--- src/rtl/addsub_pkg.sv ---
// Shared definitions for the bit-serial add/subtract controller and its cell.
// State and opcode encodings are fixed so other blocks can decode them.
package addsub_pkg;

  localparam logic [1:0] S_IDLE  = 2'd0;
  localparam logic [1:0] S_SHIFT = 2'd1;
  localparam logic [1:0] S_DONE  = 2'd2;

  localparam logic OP_ADD = 1'b0;
  localparam logic OP_SUB = 1'b1;

  // Signed overflow: carry into the MSB differs from carry out of the MSB.
  function automatic logic signed_ovf(input logic cin_msb, input logic cout_msb);
    return cin_msb ^ cout_msb;
  endfunction

endpackage

--- src/rtl/addsub.sv ---
// One-bit add/subtract cell shared with the serial ALU.
// selec=1 inverts b, so subtraction is a + ~b + cin with cin driven to 1 by the caller.
module addsub
  import addsub_pkg::*;
(
  output logic out,
  output logic cout,
  input  logic a,
  input  logic b,
  input  logic cin,
  input  logic selec
);

  logic b_eff_s;

  // Full-adder with optional inversion of b.
  always_comb begin
    b_eff_s = b ^ (selec == OP_SUB);
    out     = a ^ b_eff_s ^ cin;
    cout    = (a & b_eff_s) | (a & cin) | (b_eff_s & cin);
  end

endmodule

--- src/rtl/addsub_serial_ctrl.sv ---
// Bit-serial add/subtract controller: latches operands on start and walks them
// LSB-first through one addsub cell, reporting result, carry-out and overflow.
module addsub_serial_ctrl
  import addsub_pkg::*;
#(
  parameter int WIDTH = 8
) (
  input  logic             clk,
  input  logic             rst,
  input  logic             start,
  input  logic             op,
  input  logic [WIDTH-1:0] a,
  input  logic [WIDTH-1:0] b,
  output logic             busy,
  output logic             done,
  output logic [WIDTH-1:0] result,
  output logic             cout,
  output logic             ovf
);

  localparam int CW = (WIDTH > 1) ? $clog2(WIDTH) : 1;
  localparam logic [CW-1:0] LAST = CW'(WIDTH - 1);

  logic [1:0]       state_q,  state_d;
  logic [WIDTH-1:0] sa_q,     sa_d;
  logic [WIDTH-1:0] sb_q,     sb_d;
  logic             op_q,     op_d;
  logic [CW-1:0]    bitcnt_q, bitcnt_d;
  logic             carry_q,  carry_d;
  logic [WIDTH-1:0] result_q, result_d;
  logic             cout_q,   cout_d;
  logic             ovf_q,    ovf_d;
  logic             busy_q,   busy_d;
  logic             done_q,   done_d;

  logic cell_sum_s;
  logic cell_cout_s;

  addsub u_cell (
    .out   (cell_sum_s),
    .cout  (cell_cout_s),
    .a     (sa_q[0]),
    .b     (sb_q[0]),
    .cin   (carry_q),
    .selec (op_q)
  );

  // Next-state and datapath update for the serial FSM.
  always_comb begin
    state_d  = state_q;
    sa_d     = sa_q;
    sb_d     = sb_q;
    op_d     = op_q;
    bitcnt_d = bitcnt_q;
    carry_d  = carry_q;
    result_d = result_q;
    cout_d   = cout_q;
    ovf_d    = ovf_q;
    case (state_q)
      S_IDLE, S_DONE: begin
        if (start) begin
          state_d  = S_SHIFT;
          sa_d     = a;
          sb_d     = b;
          op_d     = op;
          bitcnt_d = '0;
          carry_d  = op;
        end else begin
          state_d  = S_IDLE;
        end
      end
      S_SHIFT: begin
        result_d = {cell_sum_s, result_q[WIDTH-1:1]};
        sa_d     = {1'b0, sa_q[WIDTH-1:1]};
        sb_d     = {1'b0, sb_q[WIDTH-1:1]};
        carry_d  = cell_cout_s;
        bitcnt_d = bitcnt_q + CW'(1);
        if (bitcnt_q == LAST) begin
          ovf_d   = signed_ovf(carry_q, cell_cout_s);
          cout_d  = cell_cout_s;
          state_d = S_DONE;
        end else begin
          state_d = S_SHIFT;
        end
      end
      default: begin
        state_d = S_IDLE;
      end
    endcase
    busy_d = (state_d == S_SHIFT);
    done_d = (state_d == S_DONE);
  end

  // State and datapath registers with synchronous reset.
  always_ff @(posedge clk) begin
    if (rst) begin
      state_q  <= S_IDLE;
      sa_q     <= '0;
      sb_q     <= '0;
      op_q     <= 1'b0;
      bitcnt_q <= '0;
      carry_q  <= 1'b0;
      result_q <= '0;
      cout_q   <= 1'b0;
      ovf_q    <= 1'b0;
      busy_q   <= 1'b0;
      done_q   <= 1'b0;
    end else begin
      state_q  <= state_d;
      sa_q     <= sa_d;
      sb_q     <= sb_d;
      op_q     <= op_d;
      bitcnt_q <= bitcnt_d;
      carry_q  <= carry_d;
      result_q <= result_d;
      cout_q   <= cout_d;
      ovf_q    <= ovf_d;
      busy_q   <= busy_d;
      done_q   <= done_d;
    end
  end

  assign busy   = busy_q;
  assign done   = done_q;
  assign result = result_q;
  assign cout   = cout_q;
  assign ovf    = ovf_q;

endmodule

--- config.mk ---
export PLATFORM = sky130hd
export DESIGN_NAME = addsub_serial_ctrl
export DESIGN_NICKNAME = d
export VERILOG_FILES = /design/src/rtl/addsub_pkg.sv /design/src/rtl/addsub.sv /design/src/rtl/addsub_serial_ctrl.sv
export SDC_FILE = /design/constraint.sdc
export NUM_CORES = 1
export LEC_CHECK = 0
export ABC_AREA = 1
export CORE_MARGIN = 8
export CORE_UTILIZATION = 25
export CTS_CLUSTER_DIAMETER = 40
export DETAILED_ROUTE_END_ITERATION = 8
export DONT_BUFFER_PORTS = 1
export MAX_ROUTING_LAYER = met4
export PLACE_DENSITY = 0.39
export SYNTH_ARGS = -nofsm -noshare
export SYNTH_HDL_FRONTEND = slang
export SYNTH_SLANG_ARGS = --single-unit
--- constraint.sdc ---
create_clock -name clk -period 2.33 [get_ports clk]
set_clock_uncertainty 0.1 [all_clocks]
set_input_delay 0.1165 -clock clk [delete_from_list [all_inputs] [get_ports clk]]
set_output_delay 0.1165 -clock clk [all_outputs]
set_load 0.01 [all_outputs]
==> summary.txt <==
Timing
  – Worst Tran Pin Value: 452 ps
  – Final Hold Viols: 0
  – Final period util: 77.9%
  – Highest clock rate: 0.551 GHz
  – Final setup TNS: 0 ps
  – RSZ-0062 raised after global routing: false
  – Final setup viols: 0
  – Pins over their slew limit: 0
  – Relative slew slack: 69.8%
  – Hold WS: 25.7 ps
  – Min cycle time layout: 1820 ps

Layout
  – Layout cells sized above 1: 13.5%
  – N_diodes: 0
  – Post-route cell area: 1920 um^2
  – Nets@finish: 245
  – Area added between synthesis and finish: 16.4%
  – Non-Filler Instances: 299

GRT
  – Gr usage total: 8.52%
  – Largest net degree at the start of global routing: 26
  – Vias in the first global route: 1303
  – First-pass GRT wire length: 6500 um
  – Remaining global-route overflow: 0
  – Initial antenna violation count: 0

Clock tree
  – CTS tree: built
  – H-tree Lvls: 2
  – Latest clock arrival within the worst-skew pair: 280 ps
  – Clk pin slew, worst setup/hold paths: 70 ps
  – TritonCTS Sinks: 35
  – Clock buffer depth: 2
  – Post-CTS Setup Bufs: 0
  – Total CTS buffers: 5
  – Root buf cell: clkbuf_8

Die
  – Starting Density: 26.0%
  – Full die area: 9450 um^2
  – Die H: 97.2 um
  – Core area: 6350 um^2
  – DIE WIDTH: 97.2 um
  – Site Rows: 29
  – Top Ports: 32

Outcome
  – Status: finished clean

Place
  – Dpl cell area: 1640 um^2
  – Placed cells: 273
  – Final GP Congestion: 0.648
  – Dpl hpwl: 2510 um
  – Port bufs: 0

Drt
  – Initial DRT Pass Iterations: 4
  – Via count: 1277
  – Routed length on met1: 1780 um
  – Initial DRC count: 60
  – WL/cell: 12.7 um
  – Max layer used: met4
  – Post-route ant nets: 0
  – Routed vias/inst: 4.27
  – Total wire length: 3800 um
  – WL met2: 1760 um
  – Met3 wire len: 192 um
  – Drt drc: 0

Worst hold path
  – Worst Hold End: state_q[0]
  – Hold Path Depth: 2
  – Hold_sp: start
  – Hold Path Class: input port to register

Setup path
  – Reg2reg path depth: 6
  – Crit Reg-Reg Endpoint: sb_q[7]
  – Critical path endpoint category: register
  – Highest net fanout along the worst path: 23
  – RR Startpoint: state_q[0]
  – Startpoint Class: register
  – Worst Setup Path Type: register to register
  – Crit path DAT: 1890 ps
  – R2R Setup Slk: 510 ps
  – WP data required: 2400 ps

Synth
  – Synth Register Bits: 35
  – Most used DFF post-synth: dfxtp_1
  – Syn_nets: 229
  – Post-Synthesis Cell Area: 1650 um^2
  – Yosys warnings: 0
  – Yosys cell types: 23
  – Post-synth ARST share: 0%
  – Post-Synthesis Cells: 206
  – Mapped Avg Cell Area: 8.01 um^2
  – Post-synth EDFFs: 0
  – Seq/Total Area, Yosys: 42.5%

Power and ir drop
  – Pwr dens: 702 nW/um^2
  – P_leak: 0.000797 uW
  – Worst vdd ir: 0.166 mV

Run
  – Max Cap Viol: 0
## through the flow
stage | util, % | worst slack (ps) | total power, uW
CTS | 30.2 | 502 | 1370
detailed placement | 25.9 | 912 | 893
global placement | 25.9 | 877 | 893
floorplan | - | 1040 | 873
finish | 30.2 | 515 | 1350
global route | 30.2 | 427 | 1430
## power by group
group          switching (uW)  total (uW)  leakage, uW  internal, uW
combinational             126         217     0.000462          90.5
clock                     215         447    0.0000470           232
sequential               38.3         684     0.000288           646
## worst max path at each step
stage                     slack (ps)       to         from
after detailed placement         910     busy   state_q[1]
after global routing             430  sb_q[7]   state_q[0]
after floorplan                 1040      ovf      carry_q
after global placement           880     cout  bitcnt_q[0]
final                            510  sb_q[7]   state_q[0]
after CTS                        500  sb_q[7]   state_q[0]
## placed cells by master, fill, tap and decap left out, types with 2 or more instances in the layout
cell type,netlist,final
o21ai_0,8,8
nor3_2,13,13
a21oi_1,9,9
nand2_4,2,2
nand2_1,27,27
dfxtp_1,35,35
clkbuf_8,0,6
nor2_1,47,47
inv_1,19,19
inv_2,2,2
nand2_8,2,2
dlygate4sd3_1,0,19
nand3_1,22,22
ha_1,2,2
## layer usage
metal  track usage [%]  up-vias
met1              9.93      570
li1                  -      681
met5                 -        -
met3              2.92        4
met2              12.9       22
met4              3.85        0
## cells by family (layout without fill, tap and decap cells)
family,Yosys count,in the layout,share of synthesized area (%)
XOR/XNOR,1,1,0.531
AO/OA/AOI/OAI,19,19,5.99
AND/OR/NAND/NOR,115,115,36.2
buffers and inverters,33,49,12.1
adder cells (fa/ha/maj),3,3,2.73
flip-flops,35,35,42.5
## layout make-up
type                    instances  area (um^2)
clock inverters                 1         5.00
inverters                      22         87.6
fillers                       693         4430
clock buffers                   6         82.6
repair buffers                 20          198
well taps                      77         96.3
flip-flops and latches         35          701
multi-input cells             138          749
## synthesized netlist by cell type (2+ instances only)
library cell | number | area [um^2]
inv_1 | 19 | 71.3
inv_2 | 2 | 7.51
nand2_1 | 27 | 101
buf_6 | 7 | 78.8
a21oi_1 | 9 | 45.0
o21ai_0 | 8 | 40.0
buf_2 | 2 | 10.0
nand3_1 | 22 | 110
ha_1 | 2 | 25.0
nor3_2 | 13 | 130
nor2_1 | 47 | 176
nand2_8 | 2 | 40.0
nand2_4 | 2 | 22.5
dfxtp_1 | 35 | 701
## what timing repair did
item                      4_1_cts  5_1_grt
gates resized for setup         0        0
hold endpoints to repair       24        0
hold buffers                   19        0
## sequential cells by signal (all words and copies together), names as in the netlist
signal / flops
sa_q: 8
sb_q: 8
busy: 1
bitcnt_q: 3
result: 8
ovf: 1
cout: 1
carry_q: 1
done: 1
state_q: 2
op_q: 1
## critical path, stage by stage, from the launching register on
cell           delay (ps)
dfxtp_1               570
inv_6                  80
nand2_8               180
inv_1                  80
nand2_1                70
a21oi_1                60
dlygate4sd3_1         570
Note: power is estimated with default switching activity, not from simulation.
